`config.mk`:
```
export PLATFORM = sky130hd
export DESIGN_NAME = cpu_mem_bridge
export DESIGN_NICKNAME = d
export VERILOG_FILES = /design/src/rtl/cpu_mem_bridge.sv
export SDC_FILE = /design/constraint.sdc
export NUM_CORES = 1
export LEC_CHECK = 0
export ABC_AREA = 1
export CORE_MARGIN = 2
export CORE_UTILIZATION = 52
export DETAILED_ROUTE_END_ITERATION = 8
export PLACE_DENSITY = 0.8
export SYNTH_ARGS = -nofsm -noshare
export SYNTH_HDL_FRONTEND = slang
export SYNTH_SLANG_ARGS = --single-unit
export TNS_END_PERCENT = 30
```
`constraint.sdc`:
```
create_clock -name i_clk -period 3 [get_ports i_clk]
set_clock_uncertainty 0.2 [all_clocks]
set_input_delay 0.45 -clock i_clk [delete_from_list [all_inputs] [get_ports i_clk]]
set_output_delay 0.45 -clock i_clk [all_outputs]
set_load 0.02 [all_outputs]
```
`src/rtl/cpu_mem_bridge.sv`:
```
// rtl/cpu_mem_bridge.sv - byte-serial SRAM responder for the cpu_2432 fetch and data ports
module cpu_mem_bridge #(
    parameter int                 SRAM_AW   = 20,
    parameter logic [SRAM_AW-1:0] IMEM_BASE = 20'h00000,
    parameter logic [SRAM_AW-1:0] DMEM_BASE = 20'h40000
) (
    input  logic               i_clk,
    input  logic               i_rst,
    input  logic [23:0]        i_iaddr,
    input  logic [23:0]        i_daddr,
    input  logic [31:0]        i_dout,
    input  logic               i_ram_rd,
    input  logic               i_ram_wr,
    output logic [23:0]        o_instr,
    output logic [31:0]        o_din,
    output logic               o_clk_en,
    output logic [SRAM_AW-1:0] o_sram_addr,
    output logic [7:0]         o_sram_dout,
    output logic               o_sram_we,
    input  logic [7:0]         i_sram_din,
    output logic               o_err
);

    typedef enum logic [2:0] {
        S_IDLE,
        S_IFETCH,
        S_DWR,
        S_DRD,
        S_DRAIN,
        S_STEP
    } state_t;

    state_t             state_q, state_d;
    logic [1:0]         cnt_q, cnt_d;
    logic [23:0]        iaddr_q, iaddr_d;
    logic [23:0]        daddr_q, daddr_d;
    logic [31:0]        dout_q, dout_d;
    logic               rd_q, rd_d;
    logic               wr_q, wr_d;
    logic [23:0]        ibuf_q, ibuf_d;
    logic [31:0]        rbuf_q, rbuf_d;
    logic [23:0]        instr_q, instr_d;
    logic [31:0]        din_q, din_d;
    logic               clk_en_q, clk_en_d;
    logic [SRAM_AW-1:0] sram_addr_q, sram_addr_d;
    logic [7:0]         sram_dout_q, sram_dout_d;
    logic               sram_we_q, sram_we_d;
    logic               err_q, err_d;

    function automatic logic [SRAM_AW-1:0] byte_addr(input logic [SRAM_AW-1:0] base,
                                                     input logic [23:0]        word,
                                                     input logic [1:0]         k);
        return base + SRAM_AW'({word, 2'b00}) + SRAM_AW'(k);
    endfunction

    // Every address is registered one cycle ahead of the state that owns it,
    // so each SRAM byte lands in i_sram_din during the following state's cycle.
    always_comb begin
        state_d     = state_q;
        cnt_d       = cnt_q;
        iaddr_d     = iaddr_q;
        daddr_d     = daddr_q;
        dout_d      = dout_q;
        rd_d        = rd_q;
        wr_d        = wr_q;
        ibuf_d      = ibuf_q;
        rbuf_d      = rbuf_q;
        instr_d     = instr_q;
        din_d       = din_q;
        clk_en_d    = 1'b0;
        sram_addr_d = sram_addr_q;
        sram_dout_d = sram_dout_q;
        sram_we_d   = 1'b0;
        err_d       = err_q;
        case (state_q)
            S_IDLE, S_STEP: begin
                if (state_q == S_STEP && rd_q) begin
                    din_d = rbuf_q;
                end
                iaddr_d     = i_iaddr;
                daddr_d     = i_daddr;
                dout_d      = i_dout;
                rd_d        = i_ram_rd & ~i_ram_wr;
                wr_d        = i_ram_wr;
                err_d       = err_q | (i_ram_rd & i_ram_wr);
                sram_addr_d = byte_addr(IMEM_BASE, i_iaddr, 2'd0);
                cnt_d       = 2'd0;
                state_d     = S_IFETCH;
            end
            S_IFETCH: begin
                if (cnt_q == 2'd1) ibuf_d[7:0]  = i_sram_din;
                if (cnt_q == 2'd2) ibuf_d[15:8] = i_sram_din;
                if (cnt_q != 2'd2) begin
                    cnt_d       = cnt_q + 2'd1;
                    sram_addr_d = byte_addr(IMEM_BASE, iaddr_q, cnt_q + 2'd1);
                end else begin
                    cnt_d = 2'd0;
                    if (wr_q) begin
                        state_d     = S_DWR;
                        sram_addr_d = byte_addr(DMEM_BASE, daddr_q, 2'd0);
                        sram_dout_d = dout_q[7:0];
                        sram_we_d   = 1'b1;
                    end else if (rd_q) begin
                        state_d     = S_DRD;
                        sram_addr_d = byte_addr(DMEM_BASE, daddr_q, 2'd0);
                    end else begin
                        state_d = S_DRAIN;
                    end
                end
            end
            S_DWR: begin
                if (cnt_q == 2'd0) ibuf_d[23:16] = i_sram_din;
                if (cnt_q != 2'd3) begin
                    cnt_d       = cnt_q + 2'd1;
                    sram_addr_d = byte_addr(DMEM_BASE, daddr_q, cnt_q + 2'd1);
                    sram_dout_d = dout_q[{cnt_q + 2'd1, 3'b000} +: 8];
                    sram_we_d   = 1'b1;
                end else begin
                    cnt_d    = 2'd0;
                    state_d  = S_STEP;
                    clk_en_d = 1'b1;
                    instr_d  = ibuf_q;
                end
            end
            S_DRD: begin
                if (cnt_q == 2'd0) begin
                    ibuf_d[23:16] = i_sram_din;
                end else begin
                    rbuf_d[{cnt_q - 2'd1, 3'b000} +: 8] = i_sram_din;
                end
                if (cnt_q != 2'd3) begin
                    cnt_d       = cnt_q + 2'd1;
                    sram_addr_d = byte_addr(DMEM_BASE, daddr_q, cnt_q + 2'd1);
                end else begin
                    cnt_d   = 2'd0;
                    state_d = S_DRAIN;
                end
            end
            S_DRAIN: begin
                if (rd_q) begin
                    rbuf_d[31:24] = i_sram_din;
                end else begin
                    ibuf_d[23:16] = i_sram_din;
                end
                state_d  = S_STEP;
                clk_en_d = 1'b1;
                instr_d  = ibuf_d;
            end
            default: begin
                state_d = S_IDLE;
            end
        endcase
    end

    always_ff @(posedge i_clk) begin
        if (i_rst) begin
            state_q     <= S_IDLE;
            cnt_q       <= 2'd0;
            iaddr_q     <= 24'd0;
            daddr_q     <= 24'd0;
            dout_q      <= 32'd0;
            rd_q        <= 1'b0;
            wr_q        <= 1'b0;
            ibuf_q      <= 24'd0;
            rbuf_q      <= 32'd0;
            instr_q     <= 24'd0;
            din_q       <= 32'd0;
            clk_en_q    <= 1'b0;
            sram_addr_q <= '0;
            sram_dout_q <= 8'd0;
            sram_we_q   <= 1'b0;
            err_q       <= 1'b0;
        end else begin
            state_q     <= state_d;
            cnt_q       <= cnt_d;
            iaddr_q     <= iaddr_d;
            daddr_q     <= daddr_d;
            dout_q      <= dout_d;
            rd_q        <= rd_d;
            wr_q        <= wr_d;
            ibuf_q      <= ibuf_d;
            rbuf_q      <= rbuf_d;
            instr_q     <= instr_d;
            din_q       <= din_d;
            clk_en_q    <= clk_en_d;
            sram_addr_q <= sram_addr_d;
            sram_dout_q <= sram_dout_d;
            sram_we_q   <= sram_we_d;
            err_q       <= err_d;
        end
    end

    assign o_instr     = instr_q;
    assign o_din       = din_q;
    assign o_clk_en    = clk_en_q;
    assign o_sram_addr = sram_addr_q;
    assign o_sram_dout = sram_dout_q;
    assign o_sram_we   = sram_we_q;
    assign o_err       = err_q;

endmodule

```
==> results list <==
- Max-cap violations in this run came to 0.
- Maximum vdd ir drop: around 0.00063 V
- Met3 GRT Util: under 10%
- The finished cells cover about 0.011 mm^2.
* Primary FF master, synth: sky130_fd_sc_hd__dfxtp_1
* Number of global-route vias before repair: approximately 7600
* Fraction of layout cells with a size suffix above 1: 5.29%
- In this run the worst path has a maximum fanout of 13.
- Net Count, Synth: ~1400
* CTS Buf Count: 22
- Post-route fraction of the period consumed by the critical path: 91.2%
- Entering global routing, the biggest net connects between 150 and 200 pins.
* Top-level port count: about 180
- Routing usage on met2: 40.4%
- The die covers about 0.018 mm^2.
- Among the stages of the critical path, the cell type that occurs most often is sky130_fd_sc_hd__nand2_1.
* Synthesis-stage register bit count: between 200 and 250
* Worst hold margin: about 260 ps
- Global routing finished with a remaining overflow of 0.
- For this block, the initial DRC count from the detailed router was 550.
- met2 is the most crowded layer.
- In this run the static leakage power is between 4 and 5 nW.
* Cell family with most CP delay: simple AND/OR/NAND/NOR gates
- TritonCTS clock tree: yes
- Routed Wire Length: 23400 um
- Starting density of the core: 52.5%
- Slowest cell on the critical path: sky130_fd_sc_hd__ha_1
- For this run, the detailed router's first-pass iteration total came to 5.
- The routed layout has approximately 8500 vias.
- # clock sinks: approximately 220
- Summing all multi-input logic gate instances after layout gives 0.00402 mm^2.
- The largest single stage delay on the critical path is slightly below 600 ps.
- The average instance in the mapped netlist occupies between 7 and 8 um^2.
- Worst setup path category: flip-flop to flip-flop
- The run finished with clean final reports.
- The final hold violation count was 0.
- Sequential cell area fraction in the yosys report: 48.5%
* GRT Util Overall: approximately a quarter
- Walking the worst path, the cells encountered are inv_1 > buf_4 > ha_1 > inv_1 > nand2_1 > nand2_1 > nand2_1 > nand2_1 > a21oi_1.
- Clk_lat worst skew: 500 ps
- Dividing the detail-routed wire length by the instance count gives about 14 um.
- Min Tclk post-route: 2740 ps
- Critical path launch point type: flip-flop
- Met1 routing resource usage after global routing: 33.9%
* Area taken by flip-flops and latches: 0.00436 mm^2
* IO buf count: about 170
* Final setup violation count: 0
- Die span in x: roughly 140 um
- Counting the fill cells in the layout gives between 1000 and 1500.
- Number of standard cells after synthesis: approximately 1300
- Fraction of registers with async set or reset after synthesis: 0%
* Cell at the root of the clock tree: sky130_fd_sc_hd__clkbuf_16
- The placed instances occupy a cell area of around 0.011 mm^2.
- Hold buffers post-CTS: 0
- Unrepaired setup endpoints after global routing: false
- Number of cell rows: 48
- The first global-routing pass estimated 37000 um of wire.
- Gates resized during post-CTS repair numbered 0.
- Core area: 0.0171 mm^2
- The area growth from synthesis to layout is 27.8%.
- For the pin with the worst max-slew slack, the measured transition is about 850 ps.
- Antenna Cells: 0
- Count of unresolved DRC violations after routing: 0
- After detailed routing, the number of vias per cell comes to roughly 5.3.
- In this run the worst hold path is classified as flip-flop to flip-flop.
- PwrDens: about 940 mW/mm^2
- At the worst endpoint, the arrival time is about 3000 ps.
* DPL Wire Length: 15400 um
* Deepest clock path buffer count: 3
- Number of antenna violations at the first check in global routing: 0
- Post-CTS setup-driven buffer insertion count: 0
- Total negative slack for setup checks: 0 ps
- Yosys Warn Count: 0
- Register clock-pin slew on the reported worst setup and hold paths: 60 ps
- Derived from the worst setup path, the maximum achievable clock frequency is 366 MHz.
- In this run, distinct cell masters in the synthesized netlist total 31.
- Critical Path End Type: flip-flop
- At the end of the flow, the number of nets in the layout was 1483.
* Post-Synthesis Cell Area: ~0.0090 mm^2
- Vertical die dimension: 135 um
- Core occupancy in the finished layout: roughly two thirds
- Summing internal, switching and leakage power gives approximately 11 mW.
- Routability-driven placement finished with a final weighted congestion of 0.853.
- Number of max-slew violations in the final report: 0
- Antenna viol nets, final: 0
* H-tree depth: 1
* Relative max-transition margin: approximately 43%
- EDFF count, synth: 0
* Worst path buffer plus inverter count: 3
- Required arrival time at the worst endpoint: between 3000 and 4000 ps
synthesized netlist by cell type (9+ instances only):
master	n	area (um^2)
sky130_fd_sc_hd__o21ai_0	186	931
sky130_fd_sc_hd__buf_2	29	145
sky130_fd_sc_hd__nand2_1	256	961
sky130_fd_sc_hd__nor2_1	234	878
sky130_fd_sc_hd__clkbuf_1	38	143
sky130_fd_sc_hd__inv_1	64	240
sky130_fd_sc_hd__inv_2	9	33.8
sky130_fd_sc_hd__a21oi_1	100	500
sky130_fd_sc_hd__nand3b_1	9	67.6
sky130_fd_sc_hd__dfxtp_1	218	4360
sky130_fd_sc_hd__a211oi_1	12	90.1
sky130_fd_sc_hd__nand3_1	45	225
placed cells by master (no fill, tap or decap), drive strengths merged:
master         instances
dfxtp                218
o21bai                 8
xor2                   1
nand3                 47
inv                   72
or2                    1
nor3                   2
a211oi                12
nor2                 238
a31oi                  1
nand2                264
clkdlybuf4s50        165
o221ai                 1
ha                     8
o21ai                188
buf                   15
clkinv                 7
nand3b                 9
a21boi                 1
clkbuf                30
bufinv                 4
o22ai                  1
a21oi                100
nand4                  5
cell families (layout without fill, tap and decap cells):
kind of cell / after synthesis / after routing / share of synthesized area (%)
AOI/OAI and AO/OA: 312 / 312 / 18.1
adders and majority gates: 8 / 8 / 1.11
buffers and inverters: 147 / 293 / 6.76
DFF: 218 / 218 / 48.5
and+or+nand+nor: 566 / 566 / 25.4
xor gates and xnor gates: 1 / 1 / 0.0974
final cells by class:
| class | instances | share of cell area [%] |
|---|---|---|
| Timing Repair Buffer | 180 | 15.6 |
| Clock buffer | 30 | 5.33 |
| Clock inverter | 9 | 1.26 |
| Sequential cell | 218 | 38.0 |
| Tap cell | 225 | 2.45 |
| Multi-Input combinational cell | 887 | 35.0 |
| Inverter | 74 | 2.43 |
sequential cells by signal, indices dropped and copies added, names as in the netlist:
signal / count
ibuf_q: 24
o_clk_en: 1
o_err: 1
daddr_q: 18
o_sram_we: 1
cnt_q: 2
iaddr_q: 18
wr_q: 1
o_sram_dout: 8
state_q: 3
dout_q: 32
o_sram_addr: 20
o_instr: 24
rbuf_q: 32
rd_q: 1
o_din: 32
metal layers:
metal,share of wire (%),wire [um]
met4,2.4,571
met1,45,10600
met5,0,0
met3,6.3,1460
met2,46,10800
report_power, final:
part | internal, mW | total, mW | switching [mW] | leakage, nW
Sequential | 3.64 | 4.07 | 0.433 | 1.78
Clock | 1.77 | 2.88 | 1.11 | 0.374
Combinational | 1.40 | 3.82 | 2.41 | 2.58
worst paths after layout:
kind              start        endpoint  slack [ps]  cells after the start
max            cnt_q[0]  o_sram_dout[1]         260                      9
min          rbuf_q[14]       o_din[14]         260                      2
max reg2reg    cnt_q[0]  o_sram_dout[1]         260                      9
min reg2reg  rbuf_q[14]       o_din[14]         260                      2
tightest hold or removal path, cell delays in order, from the launching register on:
cell	delay, ps
sky130_fd_sc_hd__dfxtp_1	300
sky130_fd_sc_hd__inv_1	60
sky130_fd_sc_hd__a21oi_1	50
through the flow:
stage                     setup slack [ps]  instances
after floorplan                        798       1252
after global placement                 401       1584
after detailed placement               319       1584
after CTS                              297       1623
after global routing                  50.9       1623
final                                  265       1623
Power figures use the tool's default switching activity.
